### src/rtl/axi4l_slv.sv
// axi4l_slv: AXI4-Lite slave register bank with byte strobes, configurable
// response latency, handshake counters and a sticky decode-error flag.
module axi4l_slv #(
   parameter logic [31:0] ADDR_BASE  = 32'h0000_0000,
   parameter int          NUM_REGS   = 16,
   parameter int          WR_LATENCY = 0,
   parameter int          RD_LATENCY = 0
) (
   input  logic        axi_aclk,
   input  logic        axi_areset,
   input  logic [31:0] s_axi_awaddr,
   input  logic [2:0]  s_axi_awprot,
   input  logic        s_axi_awvalid,
   output logic        s_axi_awready,
   input  logic [31:0] s_axi_wdata,
   input  logic [3:0]  s_axi_wstrb,
   input  logic        s_axi_wvalid,
   output logic        s_axi_wready,
   output logic [1:0]  s_axi_bresp,
   output logic        s_axi_bvalid,
   input  logic        s_axi_bready,
   input  logic [31:0] s_axi_araddr,
   input  logic [2:0]  s_axi_arprot,
   input  logic        s_axi_arvalid,
   output logic        s_axi_arready,
   output logic [31:0] s_axi_rdata,
   output logic [1:0]  s_axi_rresp,
   output logic        s_axi_rvalid,
   input  logic        s_axi_rready,
   output logic [31:0] wr_count,
   output logic [31:0] rd_count,
   output logic        error
);
   localparam int          IW     = $clog2(NUM_REGS);
   localparam logic [31:0] SPAN   = 32'(NUM_REGS * 4);
   localparam logic [3:0]  WL     = 4'(WR_LATENCY);
   localparam logic [3:0]  RL     = 4'(RD_LATENCY);
   localparam logic [1:0]  OKAY   = 2'b00;
   localparam logic [1:0]  SLVERR = 2'b10;

   typedef enum logic [1:0] {W_IDLE, W_EXEC, W_LAT, W_RESP} w_state_t;
   typedef enum logic [1:0] {R_IDLE, R_LAT, R_RESP} r_state_t;

   // Offset is modular, so addresses below the base wrap high and miss.
   function automatic logic hit(input logic [31:0] a);
      return (a - ADDR_BASE) < SPAN;
   endfunction

   function automatic logic [IW-1:0] idx(input logic [31:0] a);
      return IW'((a - ADDR_BASE) >> 2);
   endfunction

   w_state_t    w_state, w_next;
   r_state_t    r_state, r_next;
   logic [31:0] regs [NUM_REGS];
   logic [31:0] aw_addr, wdata_q, ar_addr, rd_addr;
   logic [3:0]  wstrb_q, w_cnt, r_cnt;
   logic        aw_done, w_done, aw_done_d, w_done_d;
   logic        aw_hs, w_hs, b_hs, ar_hs, r_hs;
   logic        wr_en, rd_load;
   logic        unused_ok;

   assign unused_ok = ^{s_axi_awprot, s_axi_arprot};
   assign aw_hs     = s_axi_awvalid & s_axi_awready;
   assign w_hs      = s_axi_wvalid & s_axi_wready;
   assign b_hs      = s_axi_bvalid & s_axi_bready;
   assign ar_hs     = s_axi_arvalid & s_axi_arready;
   assign r_hs      = s_axi_rvalid & s_axi_rready;
   assign aw_done_d = !b_hs && (aw_done || aw_hs);
   assign w_done_d  = !b_hs && (w_done || w_hs);

   always_ff @(posedge axi_aclk) begin
      if (axi_areset) begin
         w_state <= W_IDLE;
         r_state <= R_IDLE;
      end else begin
         w_state <= w_next;
         r_state <= r_next;
      end
   end

   always_comb begin
      w_next = w_state;
      unique case (w_state)
         W_IDLE:  if (aw_done_d && w_done_d) w_next = W_EXEC;
         W_EXEC:  w_next = (WL == 4'd0) ? W_RESP : W_LAT;
         W_LAT:   if (w_cnt == 4'd1) w_next = W_RESP;
         W_RESP:  if (s_axi_bready) w_next = W_IDLE;
         default: w_next = W_IDLE;
      endcase
   end

   always_comb begin
      r_next = r_state;
      unique case (r_state)
         R_IDLE:  if (ar_hs) r_next = (RL == 4'd0) ? R_RESP : R_LAT;
         R_LAT:   if (r_cnt == 4'd1) r_next = R_RESP;
         R_RESP:  if (s_axi_rready) r_next = R_IDLE;
         default: r_next = R_IDLE;
      endcase
   end

   always_comb begin
      s_axi_bvalid = (w_state == W_RESP);
      s_axi_rvalid = (r_state == R_RESP);
      wr_en        = (w_state == W_EXEC) && hit(aw_addr);
      rd_load      = (r_next == R_RESP) && (r_state != R_RESP);
      rd_addr      = (r_state == R_IDLE) ? s_axi_araddr : ar_addr;
   end

   always_ff @(posedge axi_aclk) begin
      if (axi_areset) begin
         aw_done       <= 1'b0;
         w_done        <= 1'b0;
         aw_addr       <= '0;
         wdata_q       <= '0;
         wstrb_q       <= '0;
         w_cnt         <= '0;
         s_axi_awready <= 1'b0;
         s_axi_wready  <= 1'b0;
         s_axi_bresp   <= OKAY;
         wr_count      <= '0;
      end else begin
         aw_done       <= aw_done_d;
         w_done        <= w_done_d;
         s_axi_awready <= (w_next == W_IDLE) && !aw_done_d;
         s_axi_wready  <= (w_next == W_IDLE) && !w_done_d;
         if (aw_hs) aw_addr <= s_axi_awaddr;
         if (w_hs) begin
            wdata_q <= s_axi_wdata;
            wstrb_q <= s_axi_wstrb;
         end
         if (w_state == W_EXEC) begin
            w_cnt       <= WL;
            s_axi_bresp <= hit(aw_addr) ? OKAY : SLVERR;
         end else if (w_state == W_LAT) begin
            w_cnt <= w_cnt - 4'd1;
         end
         if (b_hs) wr_count <= wr_count + 32'd1;
      end
   end

   always_ff @(posedge axi_aclk) begin
      if (axi_areset) begin
         ar_addr       <= '0;
         r_cnt         <= '0;
         s_axi_arready <= 1'b0;
         s_axi_rdata   <= '0;
         s_axi_rresp   <= OKAY;
         rd_count      <= '0;
      end else begin
         s_axi_arready <= (r_next == R_IDLE);
         if (ar_hs) begin
            ar_addr <= s_axi_araddr;
            r_cnt   <= RL;
         end else if (r_state == R_LAT) begin
            r_cnt <= r_cnt - 4'd1;
         end
         if (rd_load) begin
            s_axi_rdata <= hit(rd_addr) ? regs[idx(rd_addr)] : 32'd0;
            s_axi_rresp <= hit(rd_addr) ? OKAY : SLVERR;
         end
         if (r_hs) rd_count <= rd_count + 32'd1;
      end
   end

   always_ff @(posedge axi_aclk) begin
      if (axi_areset) begin
         for (int i = 0; i < NUM_REGS; i++) regs[i] <= '0;
      end else if (wr_en) begin
         for (int b = 0; b < 4; b++)
            if (wstrb_q[b]) regs[idx(aw_addr)][8*b +: 8] <= wdata_q[8*b +: 8];
      end
   end

   always_ff @(posedge axi_aclk) begin
      if (axi_areset)
         error <= 1'b0;
      else if ((b_hs && s_axi_bresp == SLVERR) || (r_hs && s_axi_rresp == SLVERR))
         error <= 1'b1;
   end
endmodule

### config.mk
export PLATFORM = sky130hd
export DESIGN_NAME = axi4l_slv
export DESIGN_NICKNAME = d
export VERILOG_FILES = /design/src/rtl/axi4l_slv.sv
export SDC_FILE = /design/constraint.sdc
export NUM_CORES = 1
export LEC_CHECK = 0
export BUFFER_PORTS_ARGS = -buffer_cell sky130_fd_sc_hd__buf_2
export CORE_ASPECT_RATIO = 0.7
export CORE_MARGIN = 2
export CORE_UTILIZATION = 60
export DETAILED_ROUTE_END_ITERATION = 8
export GPL_TIMING_DRIVEN = 0
export PLACE_DENSITY_LB_ADDON = 0.12
export SLEW_MARGIN = 30
export SYNTH_ARGS = -nofsm -noshare
export SYNTH_HDL_FRONTEND = slang
export SYNTH_SLANG_ARGS = --single-unit
### constraint.sdc
create_clock -name axi_aclk -period 2.95 [get_ports axi_aclk]
set_input_delay 0.295 -clock axi_aclk [delete_from_list [all_inputs] [get_ports axi_aclk]]
set_output_delay 0.295 -clock axi_aclk [all_outputs]
set_load 0.005 [all_outputs]
==> reports/metrics.yaml <==
status: "complete, no violations"
drcViolationCount: 0
fin_area_sq_mm: 0.0363
fillers: 3576
gp_congestion: 1.00
regArea_sq_mm: 0.0196
total_power_mw: 22.2
rsz0062_at_grt: "true"
hold_path.class: "primary input to register"
met2_length_mm: 44.4
grt_use_total_pct: 38.8
p_clk_share_pct: 38.9
crit_path_start_kind: "register"
clk_latency_ns: 0.62
netlist_instances: 2784
crit_chain: "buf_2, or3b_2, nand2_2, clkbuf_1, buf_1, nand2_1, nand3_1, a32o_1"
yosys.cell_count.top_type: "nor2_1"
clk_pin_slew_ns: 0.06
synth_flop_cell: "edfxtp_1"
max_slew_margin_pct: 24.6
via_per_inst: 6.37
placeableCoreArea_sq_mm: 0.0507
final.min_clock_period_ns: 2.94
cp.arrival_ns: 3.48
vias: 24700
tns_ns: 0
total_leakage_power_nw: 13.2
syn_to_final_growth_pct: 17.9
final_nets: 3273
finalHoldViolations: 0
endpoint_kind: "register"
holdPathStages: 4
synth_top_cell_by_area: "edfxtp_1"
die_height_um: 193
grt_max_degree: 16
first_global_vias: 24000
ff2ff_path_depth: 8
clockBufferDepth: 3
p_switching_mw: 5.45
internal_power_mw: 16.8
power.density_mw_per_mm2: 612
ys_types: 57
cpPeakStageDelay_ns: 0.64
postSynthAreaPerCell_sq_um: 11.1
comb_power_share_pct: 10.0
die_area_sq_mm: 0.0532
port_buffers: 206
cts_tree: "yes"
skew_ns: 0.0170
yosys-top-cells-area: "edfxtp_1 50%, dfxtp_1 14%, nor2_1 7.5%"
drt-initial-drc-count: 3665
cts_made_buffers: 68
drive_above_1_share_pct: 15.6
preCtsSetupSlack_ns: -0.831
timing.final.ws_setup_ns: 0.00801
rows: 69
hold_end: "w_done"
start_util_pct: 60.7
ff2ff_setup_slack_ns: 0.008
worstMarginPinSlew_ns: 1.12
yosys_warnings: 0
drt_wl_total_mm: 103
wl_met3_mm: 15.2
synth_common_cells: "613 x nor2_1, 512 x edfxtp_1, 453 x nand2_1, 212 x dfxtp_1, 172 x a21oi_1"
post_drt_wl_per_cell_um: 26.6
syn_area_sq_mm: 0.0308
yosys_register_bits: 724
met1_length_mm: 38.8
synth_edf_count: 512
final_util_pct: 71.6
ir_drop_mv: 0.490
hold_start: "s_axi_wvalid"
ant_nets: 0
min_period_over_period_pct: 99.7
grt_overflow: 0
yosysSeqAreaShare_pct: 63.7
cts-htree-levels: 3
synth_top_cell_area_share_pct: 50.0
max_freq_mhz: 340
grt_pass1_wl_mm: 150
setup_violations: 0
ys_async_sr_fraction_pct: 0
dpl_cell_area_sq_mm: 0.0327
cp_slowest_cell: "clkbuf_1"
seq_power_share_pct: 51.1
io_pins: 219
numClockSinks: 724
multi_input_area_sq_mm: 0.0106
max-cap-violations: 0
dp_hpwl_mm: 71.0
required_ns: 3.49
crit_type: "register to register"
cp_max_fo: 10
first_pass_iters: 6
r2r_start: "r_state[1]"
fp.dieW_um: 275
topRoutingLayerUsed: "met4"
r2r_end: "s_axi_rdata[21]"
report.final.slew_viol_count: 0
cts_root_buf: "clkbuf_16"
antenna_found_initial: 1
sw_frac_of_total_pct: 24.5
layout make-up:
type	count	share of cell area [%]
Sequential cell	724	54.1
Inverter	10	0.103
Clock buffer	110	5.65
Antenna cell	1	0.00690
Tap cell	674	2.32
Clock inverter	13	0.234
Multi-Input combinational cell	1828	29.3
Buffer	218	2.78
Timing Repair Buffer	304	5.54
critical path, delay by kind of cell (launching register included):
kind / cells / cell delay [ns]
simple gates: 4 / 1.03
flops: 1 / 0.30
buf+inv: 3 / 1.34
compound gates: 1 / 0.19
routing by layer:
metal | vias to the layer above | GRT usage (%)
met5 | - | 0
met4 | 0 | 16.5
met3 | 320 | 13.1
met2 | 1781 | 55.7
met1 | 12100 | 54.2
li1 | 10500 | -
cell families after synthesis:
kind of cell | synth area share [%]
compound gates | 6.94
other cells | 0.0122
simple gates | 17.5
flops | 63.7
xor+xnor | 1.71
mux | 6.79
buf+inv | 3.05
fa+ha+maj | 0.244
per-stage QoR:
stage	hold slack, ns	std cells
6_report	0.213	3882
3_5_place_dp	0.448	3665
5_1_grt	0.275	3882
4_1_cts	0.186	3882
2_1_floorplan	0.431	2785
3_3_place_gp	0.441	3665
power groups by stage:
stage | registers [mW] | clock network, mW | logic [mW]
floorplan | 11.5 | 0 | 1.17
global placement | 11.5 | 0 | 1.91
detailed placement | 11.6 | 0 | 1.95
CTS | 11.3 | 8.61 | 2.10
global route | 11.4 | 8.98 | 2.31
finish | 11.4 | 8.64 | 2.23
what timing repair did:
action | CTS | global route
setup buffers | 1 | 0
pin swaps | 0 | 1
setup endpoints to repair | 820 | 550
hold buffers | 97 | 0
resized for setup | 105 | 81
endpoints found under the hold margin | 97 | 0
cell usage in the layout (no fill, tap or decap), types with 16 or more instances in the layout:
cell           netlist  final
dlygate4sd3_1        0     97
nor2_1             613    611
nand4_1             24     24
edfxtp_1           512    512
clkbuf_1           171    165
a32o_1              31     31
a21oi_1            172    171
o22ai_1             32     32
xnor2_1             16     16
xor2_1              44     44
nor3_1              22     21
nand3_1             63     63
clkbuf_16            0     74
mux4_2              62     62
a21o_1              64     24
buf_2               28    227
mux2i_1             66     64
nor4_1              29     26
a21o_4               0     36
dfxtp_1            212    212
or4_1               31     31
nand2_1            453    449
clkbuf_2             0     23
how the worst max path moves through the flow:
stage,start,to,slack (ns),cells after the start
floorplan,w_state[0],regs[0][24],0.46,9
global placement,r_state[1],s_axi_rdata[11],-0.89,8
detailed placement,w_state[0],regs[8][10],-0.83,9
CTS,w_state[0],regs[7][5],-0.002,9
global route,w_state[0],regs[7][28],-0.03,8
finish,r_state[1],s_axi_rdata[21],0.008,8
state kept, by name, summed over array words and instances, names as in the netlist, 30 cells and up:
name and flops:
ar_addr 30, aw_addr 30, rd_count 32, regs 512, s_axi_rdata 32, wdata_q 32, wr_count 32
No activity file was read; power rests on OpenSTA's default activity.
